**src/rtl/counter_c_sequencer_pkg.sv**
```systemverilog
// Shared types and the counter step rule for the parity-stepping counter sequencer.
// The shadow register and the real counter must both use next_count so they stay bit-identical.
package counter_c_pkg;

  localparam int WIDTH  = 4;
  localparam int STEP_W = 4;

  typedef enum logic [1:0] {
    IDLE = 2'd0,
    RUN  = 2'd1,
    DONE = 2'd2
  } state_t;

  // Step by 1 when the current LSB already equals the parity target, else by 2.
  function automatic logic [WIDTH-1:0] next_count(
    input logic [WIDTH-1:0] cur,
    input logic             f,
    input logic             p
  );
    logic [WIDTH-1:0] delta;
    delta = (cur[0] == p) ? WIDTH'(1) : WIDTH'(2);
    return f ? cur + delta : cur - delta;
  endfunction

endpackage

```
**src/rtl/counter_c_sequencer_if.sv**
```systemverilog
// Command bus between the two requesters and the sequencer.
// Handshake: a command for requester i transfers on a rising edge where req_valid[i] & req_ready[i];
// the requester holds valid and its fields stable until then, and may drop valid without side effect.
interface counter_c_sequencer_if
  import counter_c_pkg::*;
#(
  parameter int STEP_W = counter_c_pkg::STEP_W
);

  logic [1:0]          req_valid;
  logic [1:0]          req_dir;
  logic [1:0]          req_par;
  logic [2*STEP_W-1:0] req_steps;
  logic [1:0]          req_ready;

  modport master (
    output req_valid,
    output req_dir,
    output req_par,
    output req_steps,
    input  req_ready
  );

  modport slave (
    input  req_valid,
    input  req_dir,
    input  req_par,
    input  req_steps,
    output req_ready
  );

endinterface

```
**src/rtl/counter_c_sequencer_rr_arb2.sv**
```systemverilog
// Two-way round-robin arbiter: one-hot grant, pointer side wins when both request.
module rr_arb2 (
  input  logic [1:0] req,
  input  logic       ptr,
  output logic [1:0] grant
);

  always_comb begin
    grant = req;
    if (req == 2'b11) begin
      grant = ptr ? 2'b10 : 2'b01;
    end
  end

endmodule

```
**src/rtl/counter_c_sequencer.sv**
```systemverilog
// Sequences step commands from two requesters onto an enable-gated parity-stepping counter,
// keeping a shadow of the counter value and pulsing done at the end of each command.
module counter_c_sequencer
  import counter_c_pkg::*;
#(
  parameter int WIDTH  = counter_c_pkg::WIDTH,
  parameter int STEP_W = counter_c_pkg::STEP_W
) (
  input  logic                   clk,
  input  logic                   rst,
  counter_c_sequencer_if.slave   req,
  input  logic                   abort,
  output logic                   cnt_f,
  output logic                   cnt_p,
  output logic                   cnt_en,
  output logic [WIDTH-1:0]       shadow_count,
  output logic                   busy,
  output logic                   done,
  output logic                   done_id,
  output logic                   done_aborted,
  output state_t                 fsm_state
);

  state_t            state;
  state_t            state_nxt;
  logic              ptr;
  logic [1:0]        grant;
  logic [1:0]        ready;
  logic              accept;
  logic              acc_id;
  logic [STEP_W-1:0] sel_steps;
  logic              dir_q;
  logic              par_q;
  logic              id_q;
  logic              aborted_q;
  logic [STEP_W-1:0] remaining;
  logic [WIDTH-1:0]  shadow;

  rr_arb2 u_arb (
    .req   (req.req_valid),
    .ptr   (ptr),
    .grant (grant)
  );

  assign acc_id    = grant[1];
  assign sel_steps = acc_id ? req.req_steps[STEP_W +: STEP_W] : req.req_steps[0 +: STEP_W];
  assign accept    = (state == IDLE) && (grant != 2'b00);

  always_comb begin
    state_nxt = state;
    ready     = 2'b00;
    cnt_en    = 1'b0;
    busy      = 1'b0;
    done      = 1'b0;
    case (state)
      IDLE: begin
        ready = grant;
        if (grant != 2'b00) begin
          state_nxt = (sel_steps == '0) ? DONE : RUN;
        end
      end
      RUN: begin
        busy = 1'b1;
        if (abort) begin
          state_nxt = DONE;
        end else begin
          // Reset wins the same edge: the counter must not see a step while it is being cleared.
          cnt_en = !rst;
          if (remaining == STEP_W'(1)) begin
            state_nxt = DONE;
          end
        end
      end
      DONE: begin
        done      = 1'b1;
        state_nxt = IDLE;
      end
      default: begin
        state_nxt = IDLE;
      end
    endcase
  end

  always_ff @(posedge clk) begin
    if (rst) begin
      state     <= IDLE;
      ptr       <= 1'b0;
      dir_q     <= 1'b0;
      par_q     <= 1'b0;
      id_q      <= 1'b0;
      aborted_q <= 1'b0;
      remaining <= '0;
      shadow    <= '0;
    end else begin
      state <= state_nxt;
      if (accept) begin
        dir_q     <= req.req_dir[acc_id];
        par_q     <= req.req_par[acc_id];
        id_q      <= acc_id;
        aborted_q <= 1'b0;
        remaining <= sel_steps;
        ptr       <= ~acc_id;
      end else if (state == RUN) begin
        if (abort) begin
          aborted_q <= 1'b1;
        end else begin
          remaining <= remaining - STEP_W'(1);
          shadow    <= next_count(shadow, dir_q, par_q);
        end
      end
    end
  end

  assign req.req_ready  = ready;
  assign cnt_f          = dir_q;
  assign cnt_p          = par_q;
  assign shadow_count   = shadow;
  assign done_id        = done & id_q;
  assign done_aborted   = done & aborted_q;
  assign fsm_state      = state;

endmodule
```
**src/flat_wrapper.sv**
```systemverilog
// flat-port wrapper written by rule: the top's interface ports become plain ports
module counter_c_sequencer_flat import counter_c_pkg::*;
#(
  parameter int WIDTH  = counter_c_pkg::WIDTH,
  parameter int STEP_W = counter_c_pkg::STEP_W
)
  (clk, rst, abort, cnt_f, cnt_p, cnt_en, shadow_count, busy, done, done_id, done_aborted, fsm_state, req_req_valid, req_req_dir, req_req_par, req_req_steps, req_req_ready);
  counter_c_sequencer_if #(.STEP_W(STEP_W)) req_i ();
  input  logic clk;
  input  logic rst;
  input  logic abort;
  output logic cnt_f;
  output logic cnt_p;
  output logic cnt_en;
  output logic [WIDTH-1:0] shadow_count;
  output logic busy;
  output logic done;
  output logic done_id;
  output logic done_aborted;
  output state_t fsm_state;
  input wire logic [$bits(req_i.req_valid)-1:0] req_req_valid;
  input wire logic [$bits(req_i.req_dir)-1:0] req_req_dir;
  input wire logic [$bits(req_i.req_par)-1:0] req_req_par;
  input wire logic [$bits(req_i.req_steps)-1:0] req_req_steps;
  output wire logic [$bits(req_i.req_ready)-1:0] req_req_ready;
  assign req_i.req_valid = req_req_valid;
  assign req_i.req_dir = req_req_dir;
  assign req_i.req_par = req_req_par;
  assign req_i.req_steps = req_req_steps;
  assign req_req_ready = req_i.req_ready;
  counter_c_sequencer #(.WIDTH(WIDTH), .STEP_W(STEP_W)) u_core (.clk(clk), .rst(rst), .req(req_i), .abort(abort), .cnt_f(cnt_f), .cnt_p(cnt_p), .cnt_en(cnt_en), .shadow_count(shadow_count), .busy(busy), .done(done), .done_id(done_id), .done_aborted(done_aborted), .fsm_state(fsm_state));
endmodule
```
**config.mk**
```make
export PLATFORM = sky130hd
export DESIGN_NAME = counter_c_sequencer_flat
export DESIGN_NICKNAME = d
export VERILOG_FILES = /design/src/rtl/counter_c_sequencer_pkg.sv /design/src/rtl/counter_c_sequencer_if.sv /design/src/rtl/counter_c_sequencer_rr_arb2.sv /design/src/rtl/counter_c_sequencer.sv /design/src/flat_wrapper.sv
export SDC_FILE = /design/constraint.sdc
export NUM_CORES = 1
export LEC_CHECK = 0
export ABC_AREA = 1
export BUFFER_PORTS_ARGS = -buffer_cell sky130_fd_sc_hd__buf_2
export CORE_MARGIN = 2
export CORE_UTILIZATION = 49
export CTS_CLUSTER_DIAMETER = 150
export CTS_CLUSTER_SIZE = 28
export DETAILED_ROUTE_END_ITERATION = 12
export GPL_ROUTABILITY_DRIVEN = 0
export PLACE_DENSITY = 0.79
export SLEW_MARGIN = 10
export SYNTH_ARGS = -nofsm -noshare
export SYNTH_HDL_FRONTEND = slang
export SYNTH_SLANG_ARGS = --single-unit
```
**constraint.sdc**
```tcl
create_clock -name clk -period 2 [get_ports clk]
set_clock_uncertainty 0.1 [all_clocks]
set_input_delay 0.1 -clock clk [delete_from_list [all_inputs] [get_ports clk]]
set_output_delay 0.1 -clock clk [all_outputs]
set_load 0.005 [all_outputs]
```
Word level (Yosys, flattened, before mapping)
Index checks and enable logic that the tools add are counted.
{"block": "op_classes", "reduce_logical": 11, "shift": 0, "mul": 0, "div_mod_pow": 0, "eq_ne": 8, "order_cmp": 1, "n_mux": 22, "add_sub_neg": 3, "bitwise": 5}
{"op": "$mux W4", "n": 5}
{"op": "$mux W2", "n": 8}
{"op": "$mux W1", "n": 8}
{"op": "$reduce_and A2 Y1", "n": 3}
{"op": "$add A4 B4 Y4", "n": 1}
{"op": "$eq A2 B2 Y1 const B", "n": 2}
{"op": "$eq A4 B1 Y1 const B", "n": 1}
{"op": "$logic_not A4 Y1", "n": 1}
{"op": "$pmux W2 S2", "n": 1}
{"op": "$reduce_bool A2 Y1", "n": 2}
{"op": "$sub A4 B1 Y4 const B", "n": 1}
{"op": "$sub A4 B4 Y4", "n": 1}
{"op": "$ne A3 B2 Y1 const B", "n": 1}
{"op": "$not A1 Y1", "n": 3}
{"op": "$reduce_and A3 Y1", "n": 1}
{"op": "$and A1 B1 Y1", "n": 2}
{"op": "$eq A2 B1 Y1 const B", "n": 1}
{"op": "$logic_not A2 Y1", "n": 1}
{"op": "$lt A1 B2 Y1 const B", "n": 1}
{"op": "$ne A2 B1 Y1 const B", "n": 1}
{"op": "$ne A2 B2 Y1 const B", "n": 1}
{"op": "$reduce_or A2 Y1", "n": 1}
{"op": "$eq A1 B1 Y1", "n": 1}
{"op": "$logic_and A1 B1 Y1", "n": 1}
{"op": "$logic_not A1 Y1", "n": 1}
{"block": "word_totals", "register_bits": 15, "romBits": 0, "mem_count": 0, "out_inout_bits": 15, "elab_cells": 58, "mem_bits_rw": 0, "latchBits": 0, "in_bits": 17}

Longest topological paths before layout
{"block": "depth", "word_depth": 7, "depth_mapped": 9, "ltp_nobuf": 9}

By module
From an unflattened synthesis, not the netlist that was laid out.
{"block": "hier_totals", "hier_cells": 147, "hier_area_um2": 959.7}
{"module": "counter_c_sequencer", "area_each_um2": 938.4, "instances": 1, "seq_area_each_um2": 300.3, "cells_per_inst": 142}
{"module": "rr_arb2", "area_each_um2": 21.3, "instances": 1, "seq_area_each_um2": 0.0, "cells_per_inst": 5}

Worst setup path before layout
No wires, ideal clock.
{"block": "synth_path", "kind": "register to register", "from": "reg u_core.par_q, in the netlist u_core.cnt_p", "to": "reg u_core.shadow[3], in the netlist u_core.shadow_count[3]", "setup_ns": 0.070, "required_ns": 1.830, "setup_slack_ns": 0.303, "path_stages_with_launch": 10, "arrival_ns": 1.527, "n_path_buf": 0, "period_less_slack_ns": 1.697, "cell_sequence": "dfxtp_1 ha_1 nor2_1 inv_1 ha_1 nand3_1 nand2_1 xor2_1 nand2_1 a21oi_1"}
{"block": "synth_between", "elab_chain_len": 4, "elab_cells_between_ends": 5, "cone_classes": "add/sub: 2; eq/ne: 1; mux: 2"}
{"item": "start: declaration", "line_no": "counter_c_sequencer.sv:33", "text": "logic par_q;"}
{"item": "start signal: assignment", "line_no": "counter_c_sequencer.sv:98", "text": "par_q <= req.req_par[acc_id];"}
{"item": "$eq A1 B1 Y1 (*)", "line_no": "counter_c_sequencer_pkg.sv:21", "text": "delta = (cur[0] == p) ? WIDTH'(1) : WIDTH'(2);"}
{"item": "$mux W2 (*)", "line_no": "counter_c_sequencer_pkg.sv:21"}
{"item": "$sub A4 B4 Y4 or $add A4 B4 Y4 (tied branches)", "line_no": "counter_c_sequencer_pkg.sv:22", "text": "return f ? cur + delta : cur - delta;"}
{"item": "$mux W4 (*)", "line_no": "counter_c_sequencer_pkg.sv:22"}
{"item": "end signal: assignment", "line_no": "counter_c_sequencer.sv:108", "text": "shadow <= next_count(shadow, dir_q, par_q);"}
{"item": "end: declaration", "line_no": "counter_c_sequencer.sv:37", "text": "logic [WIDTH-1:0] shadow;"}
Mark *: on every way between the ends. The rest lies on a longest branch, timed or not.
A chain may end at the register's enable or synchronous reset.

Worst setup path after layout
Same ends and word-level chain as after synthesis.

==> results.sh <==
export IMPL_run_status="finished, final reports clean"
export IMPL_timing_critical_path_from_type="flip-flop"
export IMPL_die_w_um=47.9
export IMPL_sequential_power_share_pct=39.2
export IMPL_grt_total_usage_pct=21.4
export IMPL_worst_hold_path_type="input port to flip-flop"
export IMPL_numClockSinks=15
export IMPL_floorplan_io_pins=32
export IMPL_cellInternalPower_uw=613
export IMPL_sw_ratio_pct=39.9
export IMPL_synth_async_sr_flop_share_pct=0
export IMPL_critPathSlowestCell="sky130_fd_sc_hd__dfxtp_1"
export IMPL_max_freq_ghz=0.544
export IMPL_syn_cell_area_um2=942
export IMPL_cts_setup_buffers=0
export IMPL_holdCritStartpoint="req_req_dir[0]"
export IMPL_first_global_vias=870
export IMPL_power_leakage_uw=0.000594
export IMPL_seq_area_frac_synth_pct=31.9
export IMPL_timing_critical_path_cells="ha_1 -> nor2_1 -> inv_1 -> ha_1 -> nand3_1 -> nand2_1 -> xor2_1 -> nand2_1 -> a21oi_1"
export IMPL_post_synth_most_frequent_cells="sky130_fd_sc_hd__nand2_1 (30), sky130_fd_sc_hd__inv_1 (17), sky130_fd_sc_hd__dfxtp_1 (15)"
export IMPL_yosysUniqueCellTypes=26
export IMPL_layout_nets=191
export IMPL_routed_via_count=956
export IMPL_post_route_drc_count=0
export IMPL_dp_hpwl_um=1730
export IMPL_syn_mean_instance_area_um2=7.30
export IMPL_peakVddDrop_mv=0.466
export IMPL_globalRouteOverflowTotal=0
export IMPL_clkSlewWorstSetupHoldPaths_ns=0.09
export IMPL_rows=15
export IMPL_final_core_util_pct=67.5
export IMPL_ys_warn_count=0
export IMPL_antennaDiodeCount=0
export IMPL_grt_antenna_before_repair=0
export IMPL_rsz0062_at_grt="no"
export IMPL_beginning_of_the_worst_register_to_register_path="u_core.cnt_p"
export IMPL_leading_register_cell_type_out_of_synthesis="sky130_fd_sc_hd__dfxtp_1"
export IMPL_p_comb_share_pct=43.4
export IMPL_timing_final_hold_violations=0
export IMPL_antenna_violating_nets_post_route=0
export IMPL_final_layout_size_suffix_gt1_share_pct=29.3
export IMPL_pin_count_of_the_biggest_net_entering_global_routing=10
export IMPL_worst_endpoint_required_ns=2.12
export IMPL_clk_insertion_delay_late_ns=0.29
export IMPL_cts_buffer_count=3
export IMPL_synth_nets=152
export IMPL_synthesis_instances=129
export IMPL_buffers_from_clock_root_to_sink_at_most=2
export IMPL_area_growth_syn_to_layout_pct=26.4
export IMPL_power_per_cell_area_mw_per_mm2=857
export IMPL_post_route_min_period_ns=1.84
export IMPL_fp_coreArea_mm2=0.00176
export IMPL_power_switching_uw=407
export IMPL_clockPowerShare_pct=17.5
export IMPL_final_max_slew_viol_count=0
export IMPL_portBuffers=31
export IMPL_max_slew_worst_pin_slew_ns=0.331
export IMPL_drt_iter0_markers=13
export IMPL_final_setup_worst_slack_ns=0.163
export IMPL_timing_max_slew_rel_slack_pct=77.9
export IMPL_ctsRootBufferMaster="sky130_fd_sc_hd__clkbuf_4"
export IMPL_synth_enable_flop_cells=0
export IMPL_detailedPlace_worstSlack_ns=0.225
export IMPL_start_util_pct=53.4
export IMPL_grt_pass1_wl_um=3410
export IMPL_routedWlPerCell_um=11.2
export IMPL_area_of_the_die_mm2=0.00229
export IMPL_timing_critical_path_max_delay_family="adder cells"
export IMPL_route_final_wire_length_um=2150
export IMPL_cts_tree="done"
export IMPL_worst_setup_ep_type="flip-flop"
export IMPL_finalSetupViolCount=0
export IMPL_vias_per_cell=4.98
export IMPL_worst_setup_path_class="flip-flop to flip-flop"
export IMPL_worst_path_max_fanout=3
export IMPL_worstPathBufferInverterCount=1
export IMPL_post_route_period_util_pct=91.9
export IMPL_critPathArrivalTime_ns=1.96
export IMPL_drv_cap=0
export IMPL_ctsHtreeMaxLevel=1
export IMPL_yosysTopAreaCellShare_pct=31.9
export IMPL_drtPass1Iterations=4
export IMPL_synth_area_leaders="sky130_fd_sc_hd__dfxtp_1 (32%), sky130_fd_sc_hd__nand2_1 (12%), sky130_fd_sc_hd__inv_1 (6.8%), sky130_fd_sc_hd__ha_1 (6.6%), sky130_fd_sc_hd__nand3_1 (4.8%)"
export IMPL_crit_path_max_incr_delay_ns=0.34
export IMPL_most_frequently_used_cell_type_in_the_post_synthesis_netlist="sky130_fd_sc_hd__nand2_1"
export IMPL_die_h_um=47.9
export IMPL_postSynthRegisterBits=15
export IMPL_yosys_area_top_type="sky130_fd_sc_hd__dfxtp_1"
export IMPL_tightest_hold_margin_ns=0.0211
export IMPL_crit_path_start="u_core.cnt_p"
export IMPL_post_cts_resized_instances=0
export IMPL_setup_tns_ns=0
-- sequential cells by signal (all words and copies together), names as in the netlist --
name and cells:
u_core.fsm_state 2, u_core.aborted_q 1, u_core.ptr 1, u_core.remaining 4
u_core.cnt_f 1, u_core.cnt_p 1, u_core.id_q 1, u_core.shadow_count 4
-- through the flow --
step,instance area [um2],power [uW],std cells
after floorplan,942,711,129
after global placement,1120,822,184
after detailed placement,1120,839,184
after CTS,1190,1020,192
after global routing,1190,1100,192
final,1190,1020,192
-- timing repair --
item	in CTS	in global routing
hold buffers	4	0
setup endpoints to repair	0	0
endpoints found under the hold margin	4	0
-- cell type report --
type | count | area [um2]
Multi-Input combinational cell | 93 | 558
Fill cell | 165 | 573
Inverter | 20 | 80.1
Tap cell | 25 | 31.3
Sequential cell | 15 | 300
Clock buffer | 4 | 26.3
Timing Repair Buffer | 35 | 195
-- worst paths after layout --
| path | endpoint | slack, ns | depth (start not counted) |
|---|---|---|---|
| setup / recovery | u_core.shadow_count[3] | 0.16 | 9 |
| hold / removal | u_core.cnt_f | 0.02 | 3 |
| setup reg to reg | u_core.shadow_count[3] | 0.16 | 9 |
| hold reg to reg | u_core.aborted_q | 0.36 | 2 |
-- cells by family (layout without fill, tap and decap cells) --
logic type      count (synthesis)  after routing  synth area share [%]
compound gates                 22             22                  14.7
fa+ha+maj                       6              6                  8.77
simple gates                   59             59                  30.1
buf+inv                        21             59                  8.90
flops                          15             15                  31.9
xor+xnor                        6              6                  5.58
-- per-layer routing --
metal	wire length, um	GRT usage [%]	up-vias	part of all wire, %
met5	0	0	-	0
met4	43	9.19	0	2.0
met3	106	5.28	7	4.9
met2	1090	36.3	31	51
met1	907	25.5	430	42
li1	-	-	488	-
-- layout by cell type (no fill, tap or decap), types with 3 or more instances in the layout --
cell type                       instances
sky130_fd_sc_hd__xor2_1                 5
sky130_fd_sc_hd__clkbuf_4               3
sky130_fd_sc_hd__o21ai_0                4
sky130_fd_sc_hd__nor2_4                 3
sky130_fd_sc_hd__nor3_1                 3
sky130_fd_sc_hd__inv_1                 17
sky130_fd_sc_hd__dlygate4sd3_1          4
sky130_fd_sc_hd__nand2_1               30
sky130_fd_sc_hd__nand3_1                9
sky130_fd_sc_hd__a21oi_1                8
sky130_fd_sc_hd__a31oi_1                3
sky130_fd_sc_hd__dfxtp_1               15
sky130_fd_sc_hd__ha_1                   5
sky130_fd_sc_hd__nor2_1                 8
sky130_fd_sc_hd__buf_2                 31
-- worst min-delay path, stage by stage --
cell and delay [ns]:
sky130_fd_sc_hd__buf_2 0.08, sky130_fd_sc_hd__a22oi_1 0.08, sky130_fd_sc_hd__a21oi_1 0.12
-- power groups by stage --
stage                     clock (uW)  sequential, uW  combinational [uW]
after floorplan                    0             403                 308
after global placement             0             403                 419
after detailed placement           0             406                 433
after CTS                        177             399                 444
after global routing             192             406                 500
final                            178             400                 443
No activity file was read; power rests on OpenSTA's default activity.
